[src/rtl/apb_pkg.sv]
// Shared APB types and default widths for the master and slave bridges.
package apb_pkg;

   localparam int APB_DATA_W = 8;
   localparam int APB_ADDR_W = 8;

   typedef enum logic [1:0] {
      ST_IDLE   = 2'd0,
      ST_SETUP  = 2'd1,
      ST_ACCESS = 2'd2
   } apb_state_t;

endpackage

[src/rtl/apb_wait_timer.sv]
// ACCESS-phase wait counter; expired flags the last allowed wait cycle.
module apb_wait_timer #(
   parameter int TIMEOUT = 16
) (
   input  logic clk,
   input  logic reset,
   input  logic clr,
   input  logic en,
   output logic expired
);

   generate
      if (TIMEOUT == 0) begin : g_off
         logic w_unused;
         assign w_unused = &{1'b0, clk, reset, clr, en};
         assign expired  = 1'b0;
      end else begin : g_on
         localparam int CW = $clog2(TIMEOUT + 1);
         localparam logic [CW-1:0] LIM = CW'(TIMEOUT - 1);

         logic [CW-1:0] r_cnt;

         always_ff @(posedge clk or negedge reset) begin
            if (!reset) begin
               r_cnt <= '0;
            end else if (clr) begin
               r_cnt <= '0;
            end else if (en && !expired) begin
               r_cnt <= r_cnt + CW'(1);
            end
         end

         assign expired = (r_cnt == LIM);
      end
   endgenerate

endmodule

[src/rtl/apb_master_n.sv]
// N-slave APB master: one request at a time, SETUP/ACCESS with timeout
// and back-to-back issue from the completion cycle.
module apb_master_n
   import apb_pkg::*;
#(
   parameter int DATA_W     = APB_DATA_W,
   parameter int ADDR_W     = APB_ADDR_W,
   parameter int NUM_SLAVES = 4,
   parameter int SEL_W      = (NUM_SLAVES > 1) ? $clog2(NUM_SLAVES) : 1,
   parameter int TIMEOUT    = 16
) (
   input  logic                         clk,
   input  logic                         reset,
   input  logic                         start,
   input  logic                         write,
   input  logic [SEL_W-1:0]             sel,
   input  logic [ADDR_W-1:0]            addr,
   input  logic [DATA_W-1:0]            wdata,
   output logic [DATA_W-1:0]            rdata,
   output logic                         stable,
   output logic                         error,
   output logic                         busy,
   output logic [ADDR_W-1:0]            paddr,
   output logic                         pwrite,
   output logic [DATA_W-1:0]            pwdata,
   output logic [NUM_SLAVES-1:0]        psel,
   output logic                         penable,
   input  logic [NUM_SLAVES*DATA_W-1:0] prdata,
   input  logic [NUM_SLAVES-1:0]        pready,
   input  logic [NUM_SLAVES-1:0]        pslverr
);

   apb_state_t              r_state;
   logic [ADDR_W-1:0]       r_paddr;
   logic                    r_pwrite;
   logic [DATA_W-1:0]       r_pwdata;
   logic [NUM_SLAVES-1:0]   r_psel;
   logic                    r_penable;
   logic [DATA_W-1:0]       r_rdata;
   logic                    r_stable;
   logic                    r_error;
   logic                    r_busy;

   logic                    w_sel_ok;
   logic [NUM_SLAVES-1:0]   w_sel_oh;
   logic                    w_rdy;
   logic                    w_slverr;
   logic [DATA_W-1:0]       w_prd;
   logic                    w_expired;

   assign w_sel_ok = (32'(sel) < NUM_SLAVES);

   always_comb begin
      w_sel_oh = '0;
      for (int i = 0; i < NUM_SLAVES; i++) begin
         w_sel_oh[i] = (32'(sel) == 32'(i));
      end
   end

   // The registered one-hot select doubles as the lane index.
   assign w_rdy    = |(pready & r_psel);
   assign w_slverr = |(pslverr & r_psel);

   always_comb begin
      w_prd = '0;
      for (int i = 0; i < NUM_SLAVES; i++) begin
         if (r_psel[i]) begin
            w_prd = w_prd | prdata[i*DATA_W +: DATA_W];
         end
      end
   end

   apb_wait_timer #(
      .TIMEOUT (TIMEOUT)
   ) u_timer (
      .clk     (clk),
      .reset   (reset),
      .clr     (r_state == ST_SETUP),
      .en      ((r_state == ST_ACCESS) && !w_rdy),
      .expired (w_expired)
   );

   always_ff @(posedge clk or negedge reset) begin
      if (!reset) begin
         r_state   <= ST_IDLE;
         r_paddr   <= '0;
         r_pwrite  <= 1'b0;
         r_pwdata  <= '0;
         r_psel    <= '0;
         r_penable <= 1'b0;
         r_rdata   <= '0;
         r_stable  <= 1'b0;
         r_error   <= 1'b0;
         r_busy    <= 1'b0;
      end else begin
         r_stable <= 1'b0;
         unique case (r_state)
            ST_IDLE: begin
               if (start && w_sel_ok) begin
                  r_paddr  <= addr;
                  r_pwrite <= write;
                  r_pwdata <= wdata;
                  r_psel   <= w_sel_oh;
                  r_busy   <= 1'b1;
                  r_state  <= ST_SETUP;
               end else if (start) begin
                  r_stable <= 1'b1;
                  r_error  <= 1'b1;
               end
            end
            ST_SETUP: begin
               r_penable <= 1'b1;
               r_state   <= ST_ACCESS;
            end
            ST_ACCESS: begin
               if (w_rdy) begin
                  r_stable  <= 1'b1;
                  r_error   <= w_slverr;
                  r_penable <= 1'b0;
                  if (!r_pwrite) begin
                     r_rdata <= w_prd;
                  end
                  if (start && w_sel_ok) begin
                     r_paddr  <= addr;
                     r_pwrite <= write;
                     r_pwdata <= wdata;
                     r_psel   <= w_sel_oh;
                     r_state  <= ST_SETUP;
                  end else begin
                     r_psel  <= '0;
                     r_busy  <= 1'b0;
                     r_state <= ST_IDLE;
                  end
               end else if (w_expired) begin
                  r_psel    <= '0;
                  r_penable <= 1'b0;
                  r_busy    <= 1'b0;
                  r_stable  <= 1'b1;
                  r_error   <= 1'b1;
                  r_state   <= ST_IDLE;
               end
            end
            default: begin
               r_psel    <= '0;
               r_penable <= 1'b0;
               r_busy    <= 1'b0;
               r_state   <= ST_IDLE;
            end
         endcase
      end
   end

   assign paddr   = r_paddr;
   assign pwrite  = r_pwrite;
   assign pwdata  = r_pwdata;
   assign psel    = r_psel;
   assign penable = r_penable;
   assign rdata   = r_rdata;
   assign stable  = r_stable;
   assign error   = r_error;
   assign busy    = r_busy;

endmodule

[config.mk]
export PLATFORM = sky130hd
export DESIGN_NAME = apb_master_n
export DESIGN_NICKNAME = d
export VERILOG_FILES = /design/src/rtl/apb_pkg.sv /design/src/rtl/apb_wait_timer.sv /design/src/rtl/apb_master_n.sv
export SDC_FILE = /design/constraint.sdc
export NUM_CORES = 1
export LEC_CHECK = 0
export CORE_ASPECT_RATIO = 1.4
export CORE_MARGIN = 5
export CORE_UTILIZATION = 45
export CTS_BUF_LIST = sky130_fd_sc_hd__clkbuf_2 sky130_fd_sc_hd__clkbuf_4 sky130_fd_sc_hd__clkbuf_8
export DETAILED_ROUTE_END_ITERATION = 8
export PLACE_DENSITY = 0.88
export SYNTH_ARGS = -nofsm -noshare
export SYNTH_HDL_FRONTEND = slang
export SYNTH_SLANG_ARGS = --single-unit
[constraint.sdc]
create_clock -name clk -period 2.7 [get_ports clk]
set_input_delay 0.405 -clock clk [delete_from_list [all_inputs] [get_ports clk]]
set_output_delay 0.405 -clock clk [all_outputs]
set_load 0.02 [all_outputs]
Word-level counts from Yosys, hierarchy flattened. Cells that the tools add are included.

Memories: 0. Word-level logic and storage cells: 85. Output and inout bits: 33. Flip-flop bits (word level): 40. Bits in latches: 0. Memory bits (writable): 0. Bits of input ports: 62. Memory bits (read-only): 0.

Multipliers: 0. Div/mod/pow operators: 0. Add/sub/neg operators: 1. Muxes and demuxes: 37. Reduce and logical (&&, ||, !) cells: 18. Equality and inequality tests: 10. Bitwise operators: 8. Order comparisons: 0. Shifts and indexed selects: 0.

Operator list (number): 2-to-1 mux 8 bit (8); case mux 8 bit (2 select lines) (2); bitwise OR 8 bit (3); 2-to-1 mux 4 bit (4); 2-to-1 mux 1 bit (13); case mux 4 bit (3 select lines) (1); 2-to-1 mux 5 bit (2); bitwise AND 4 bit (2); AND reduction 2 bit (4); OR reduction 4 bit (2); == test 2 bit (second input constant) (3); 2-to-1 mux 2 bit (3); case mux 1 bit (3 select lines) (2); case mux 2 bit (3 select lines) (1); AND reduction 3 bit (2); nonzero test 2 bit (3); adder 5 x 1 -> 5 bit (second input constant) (1); == test 5 x 4 -> 1 bit (second input constant) (1); == test 2 x 1 -> 1 bit (second input constant) (2); zero test 2 bit (2); inequality test 2 bit (second input constant) (2); AND reduction 4 bit (1); inequality test 3 x 2 -> 1 bit (second input constant) (1); inequality test 3 bit (second input constant) (1); other kinds (4) (8).

Logic depth before layout (Yosys ltp). Gate-level depths: netlist of run 1.

Word-level depth: 7. Gate-level depth with buffers: 7. Depth with buffers taken out: 7.

Modules after synthesis. A second synthesis of run 1 with hierarchy kept.

Cells, all modules: 152. Area total of the unflattened synthesis: 1934.4 um2.

By module, submodules not included: apb_master_n (times used 1, sequential area each 875.8 um2, cells an instance 129, area each 1674.1 um2); apb_wait_timer (times used 1, sequential area each 125.1 um2, cells an instance 23, area each 260.2 um2).

Worst setup path after synthesis of run 1. OpenSTA, ideal clock, no wires.

Path type: register to register. Start point: reg u_timer.g_on.r_cnt[0]. End point: reg r_psel[0] (netlist: psel[0]). Path slack: 973 ps. Library setup time: 129 ps. Data arrival time: 1598 ps. Cell stages (with the launch flop): 8. Path buffers: 0. Clock period less this slack: 1727 ps. Data required time: 2571 ps. Path through: dfrtp_1 ha_1 and3_1 ha_1 nor3b_2 nand3_1 o21ai_2 o41ai_1.

Word-level cells in the longest chain between the ends: 3.

Ends and longest elaborated chain: start: declaration (RTL line apb_wait_timer.sv:21) `logic [CW-1:0] r_cnt;`; start signal: assignment (RTL line apb_wait_timer.sv:29) `r_cnt <= r_cnt + CW'(1);`; == test 5 x 4 -> 1 bit (RTL line apb_wait_timer.sv:33) `assign expired = (r_cnt == LIM);`; inequality test 3 x 2 -> 1 bit (no line); AND reduction 3 bit (no line); end signal: assignment (RTL line apb_master_n.sv:103) `r_psel <= w_sel_oh;`; end signal: assignment (RTL line apb_master_n.sv:127) `r_psel <= w_sel_oh;`; end: declaration (RTL line apb_master_n.sv:37) `logic [NUM_SLAVES-1:0] r_psel;`.

Every way passes these cells. A chain may end at the register's enable or synchronous reset.

Worst setup path after layout of run 1. Same ends and word-level chain as after synthesis.

==> impl_metrics.env, run 1 <==
export IMPL_p_leak_nw=1.28
export IMPL_fin_hold_ws_ns=0.218
export IMPL_cts_clk_slew_worst_paths_ns=0.07
export IMPL_p_total_mw=3.69
export IMPL_syn_nets=222
export IMPL_ys_flop_type="dfrtp_1"
export IMPL_cts_hold_buf=0
export IMPL_layout_cells_most_common="clkdlybuf4s50_1"
export IMPL_cts_setup_buffers=0
export IMPL_start_util=0.456
export IMPL_startpoint="u_timer.g_on.r_cnt[0]"
export IMPL_yosysWarnings=0
export IMPL_syn_inst=158
export IMPL_vias=1684
export IMPL_slew_viol_final=0
export IMPL_relSlewSlack=0.428
export IMPL_end_kind="flip-flop"
export IMPL_post_route_period_util=0.768
export IMPL_wl_per_cell_um=18.6
export IMPL_ir_worst_vdd_mv=0.668
export IMPL_nets=317
export IMPL_post_route_min_period_ns=2.07
export IMPL_io_pins=95
export IMPL_antenna_found_initial=0
export IMPL_dpl_cell_count=291
export IMPL_grt_use_total=0.214
export IMPL_die_y_um=86.9
export IMPL_viasPerCell=5.63
export IMPL_grt_pass1_vias=1844
export IMPL_ant_nets=0
export IMPL_drive_gt1_frac=0.142
export IMPL_maxCapViolCount=0
export IMPL_setup_viol=0
export IMPL_cts_tree="yes"
export IMPL_clock_latency_ns=0.29
export IMPL_worst_r2r_endpoint="psel[0]"
export IMPL_syn_area_um2=1900
export IMPL_grt_pass1_wl_mm=9.22
export IMPL_max_slew_worst_pin_slew_ns=0.858
export IMPL_critPathCapture="psel[0]"
export IMPL_drtIter0Drc=65
export IMPL_num_rows=28
export IMPL_core_area_um2=4170
export IMPL_stdcell_area_um2=3020
export IMPL_diodes=0
export IMPL_r2r_cells=7
export IMPL_dp_hpwl_mm=4.23
export IMPL_yosysSeqAreaShare=0.526
export IMPL_rrSetupSlack_ns=0.63
export IMPL_portBuffers=94
export IMPL_gp_congestion=0.831
export IMPL_dr_pass1_iters=4
export IMPL_path_class="reg2reg"
export IMPL_fill_cells=305
export IMPL_ys_ff_latch=40
export IMPL_fp_dieW_um=65.0
export IMPL_fin_util=0.724
export IMPL_grt_max_degree=41
export IMPL_dpl_worst_slack_ns=0.530
export IMPL_grt_overflow_total=0
export IMPL_placed_cell_area_um2=2860
export IMPL_required_ns=2.87
export IMPL_instances_no_fill=299
export IMPL_rsz0062_at_grt="false"
export IMPL_cts_resized_gates=0
export IMPL_hold_path_class="in2async"
export IMPL_drc=0
export IMPL_cts_sinks=40
export IMPL_p_per_area_nw_per_um2=1220
export IMPL_setup_slack_ns=0.626
export IMPL_avgSynthCellArea_um2=12.0
export IMPL_layout_common_cells="93 x clkdlybuf4s50_1, 40 x dfrtp_1, 15 x nand2_1, 15 x o21ai_0, 9 x mux2_4"
export IMPL_synth_distinct_cells=37
export IMPL_clockRootBuffer="clkbuf_8"
export IMPL_routed_wl_mm=5.57
export IMPL_status="completed"
export IMPL_syn2layout_area_growth_pct=58.6
export IMPL_cp_start_kind="flip-flop"
export IMPL_cts_buffer_depth=2
export IMPL_max_freq_ghz=0.482
export IMPL_r2r_start="u_timer.g_on.r_cnt[0]"
export IMPL_finClkSkew_ns=0.00619
export IMPL_cts_buffers=5
export IMPL_cp_max_fo=7
export IMPL_cts_htree_levels=2
export IMPL_fin_tns_setup_ns=0
export IMPL_async_flop_share=1.00
export IMPL_synth_edf_count=0
export IMPL_hold_viol=0
export IMPL_arrival_ns=2.24
export IMPL_dieArea_um2=5650
-- registers in the layout, indices dropped and copies added (netlist names) --
name and count:
stable 1, penable 1, busy 1, paddr 8, psel 4, error 1
r_state 2, pwdata 8, rdata 8, pwrite 1, u_timer.g_on.r_cnt 5
-- worst min-delay path by stage --
stage / slack (ns) / to / from
6_report: 0.22 / rdata[3] / reset
5_1_grt: 0.30 / rdata[3] / reset
4_1_cts: 0.25 / pwdata[3] / reset
3_5_place_dp: 0.47 / rdata[4] / rdata[4]
3_3_place_gp: 0.46 / rdata[5] / rdata[5]
2_1_floorplan: 0.11 / busy / reset
-- cell usage after synthesis, types with 2 or more instances --
master / number / area share
dfrtp_1: 40 / 0.53
nand2_1: 15 / 0.030
o21ai_0: 15 / 0.039
mux2_4: 9 / 0.071
a221oi_1: 8 / 0.037
a22o_1: 8 / 0.037
mux2_2: 8 / 0.047
inv_1: 5 / 0.0099
nand3_1: 5 / 0.013
nor2_1: 5 / 0.0099
clkbuf_1: 4 / 0.0079
o41ai_1: 4 / 0.018
a21oi_1: 2 / 0.0053
a22oi_1: 2 / 0.0079
a22oi_2: 2 / 0.013
and3_1: 2 / 0.0066
buf_2: 2 / 0.0053
ha_1: 2 / 0.013
nand4_1: 2 / 0.0066
-- metal layers --
metal	wire, um	track usage	share of wire
met3	428	0.0607	0.077
met1	2120	0.232	0.38
met2	2900	0.385	0.52
met4	118	0.0904	0.021
met5	0	0	0
-- power breakdown --
| group | total [mW] | internal [mW] | switching (mW) |
|---|---|---|---|
| Combinational | 1.84 | 0.961 | 0.882 |
| Clock | 0.668 | 0.462 | 0.206 |
| Sequential | 1.18 | 0.877 | 0.298 |
-- critical path, stage by stage (launching register included) --
cell	delay (ns)
dfrtp_1	0.43
ha_1	0.25
and3_1	0.19
ha_1	0.25
nor3b_2	0.24
nand3_1	0.26
o21ai_2	0.20
o41ai_1	0.12
-- cell type report --
type | instances | area [um2] | share of cell area
Multi-Input combinational cell | 105 | 832 | 0.276
Sequential cell | 40 | 1000 | 0.332
Clock buffer | 5 | 68.8 | 0.0228
Inverter | 5 | 18.8 | 0.00622
Timing Repair Buffer | 96 | 951 | 0.315
Clock inverter | 3 | 90.1 | 0.0299
Tap cell | 45 | 56.3 | 0.0187
-- kinds of logic after synthesis --
logic type | synth area share
compound gates | 0.196
xor+xnor | 0.00460
fa+ha+maj | 0.0131
buf+inv | 0.0368
flops | 0.526
mux | 0.118
simple gates | 0.105
Power figures use the tool's default switching activity.
==> run 2, diff against run 1 <==
CORE_UTILIZATION = 37   (was 45)
PLACE_DENSITY = 0.78   (was 0.88)
clock period = 1.8 ns   (was 2.7 ns; I/O delays follow)
==> run 2 against run 1 <==
Routed wire length down 1.4%. Total power is 49% higher. Fmax grew 20%. Die area up 19%. Non-clock buffer count is 15 higher. Sequential power rose by 36%. Largest cell class is now non-clock buffers.
==> impl_metrics.env, run 2 (same netlist as run 1, synthesis figures left out) <==
export IMPL_dpl_worst_slack_ns=-0.0467
export IMPL_p_leak_nw=1.39
export IMPL_cts_hold_buf=0
export IMPL_fill_cells=433
export IMPL_rsz0062_at_grt="true"
export IMPL_r2r_cells=7
export IMPL_grt_overflow_total=0
export IMPL_cp_max_fo=3
export IMPL_worst_r2r_endpoint="u_timer.g_on.r_cnt[2]"
export IMPL_io_pins=95
export IMPL_cts_htree_levels=2
export IMPL_clockRootBuffer="clkbuf_8"
export IMPL_grt_max_degree=41
export IMPL_syn2layout_area_growth_pct=67.1
export IMPL_p_total_mw=5.49
export IMPL_cts_tree="yes"
export IMPL_layout_cells_most_common="clkdlybuf4s50_1"
export IMPL_required_ns=1.98
export IMPL_setup_viol=0
export IMPL_antenna_found_initial=0
export IMPL_max_freq_ghz=0.577
export IMPL_hold_viol=0
export IMPL_relSlewSlack=0.666
export IMPL_critPathCapture="u_timer.g_on.r_cnt[2]"
export IMPL_arrival_ns=1.91
export IMPL_stdcell_area_um2=3180
export IMPL_start_util=0.375
export IMPL_core_area_um2=5080
export IMPL_seqCellArea_um2=1000
export IMPL_cts_clk_slew_worst_paths_ns=0.07
export IMPL_cts_sinks=40
export IMPL_ant_nets=0
export IMPL_r2r_start="u_timer.g_on.r_cnt[1]"
export IMPL_maxCapViolCount=0
export IMPL_dp_hpwl_mm=4.20
export IMPL_ir_worst_vdd_mv=0.723
export IMPL_clock_latency_ns=0.29
export IMPL_grt_use_total=0.162
export IMPL_placed_cell_area_um2=3000
export IMPL_post_route_min_period_ns=1.73
export IMPL_dr_pass1_iters=4
export IMPL_diodes=0
export IMPL_post_route_period_util=0.963
export IMPL_portBuffers=94
export IMPL_dieArea_um2=6700
export IMPL_hold_path_class="in2async"
export IMPL_setup_slack_ns=0.0667
export IMPL_path_class="reg2reg"
export IMPL_cts_buffers=5
export IMPL_vias=1708
export IMPL_grt_pass1_wl_mm=8.53
export IMPL_drc=0
export IMPL_drive_gt1_frac=0.212
export IMPL_fin_hold_ws_ns=0.0149
export IMPL_p_per_area_nw_per_um2=1730
export IMPL_num_rows=31
export IMPL_viasPerCell=5.10
export IMPL_slew_viol_final=0
export IMPL_rrSetupSlack_ns=0.07
export IMPL_gp_congestion=0.783
export IMPL_drtIter0Drc=86
export IMPL_end_kind="flip-flop"
export IMPL_multi_input_area_um2=883
export IMPL_finClkSkew_ns=0.00576
export IMPL_max_slew_worst_pin_slew_ns=0.501
export IMPL_fp_dieW_um=70.6
export IMPL_wl_per_cell_um=16.4
export IMPL_nets=332
export IMPL_die_y_um=94.9
export IMPL_layout_common_cells="90 x clkdlybuf4s50_1, 40 x dfrtp_1, 16 x buf_4"
export IMPL_routed_wl_mm=5.49
export IMPL_status="completed"
export IMPL_cts_buffer_depth=2
export IMPL_cp_start_kind="flip-flop"
export IMPL_grt_pass1_vias=1806
export IMPL_startpoint="u_timer.g_on.r_cnt[1]"
run 2: area by class of cell:
type / instances / area share
clock inverters: 3 / 0.0134
inverters: 5 / 0.00590
multi-input cells: 105 / 0.278
well taps: 66 / 0.0260
repair buffers: 111 / 0.341
clock buffers: 5 / 0.0216
flip-flops and latches: 40 / 0.315
run 2: repair_timing:
action / CTS / global route
endpoints found under the hold margin: 0 / 0
buffers inserted: 0 / 2
setup endpoints to repair: 6 / 10
pin swaps: 2 / 6
resized for setup: 5 / 10
run 2: per-stage QoR:
stage / cells / utilization / TNS [ns]
floorplan: 158 / - / 0
global placement: 325 / 0.590 / -0.0957
detailed placement: 325 / 0.590 / -0.414
CTS: 333 / 0.615 / 0
global route: 335 / 0.626 / -0.0233
finish: 335 / 0.626 / 0
run 2: worst min path at each step:
stage	startpoint	endpoint	slack, ns
after floorplan	reset	busy	-0.03
after global placement	reset	rdata[2]	0.36
after detailed placement	reset	rdata[2]	0.36
after CTS	reset	r_state[0]	0.05
after global routing	reset	rdata[2]	0.08
final	reset	rdata[2]	0.01
run 2: power by group:
part / leakage (nW) / switching [mW] / total (mW) / internal (mW)
registers: 0.500 / 0.293 / 1.61 / 1.32
logic: 0.833 / 1.50 / 3.17 / 1.67
clock network: 0.0541 / 0.308 / 0.718 / 0.410
run 2: critical path, cell delays in order (launching register included):
cell     delay [ns]
dfrtp_1        0.38
ha_2           0.19
and3_4         0.18
ha_4           0.17
nor3b_4        0.25
nand4_1        0.16
xnor2_1        0.15
and2_1         0.15
run 2: per-layer routing:
layer,track usage,vias to the layer above,wire [um]
met5,0,-,0
met4,0.0564,0,130
met3,0.0309,10,163
met2,0.295,37,3080
met1,0.189,847,2110
li1,-,814,-
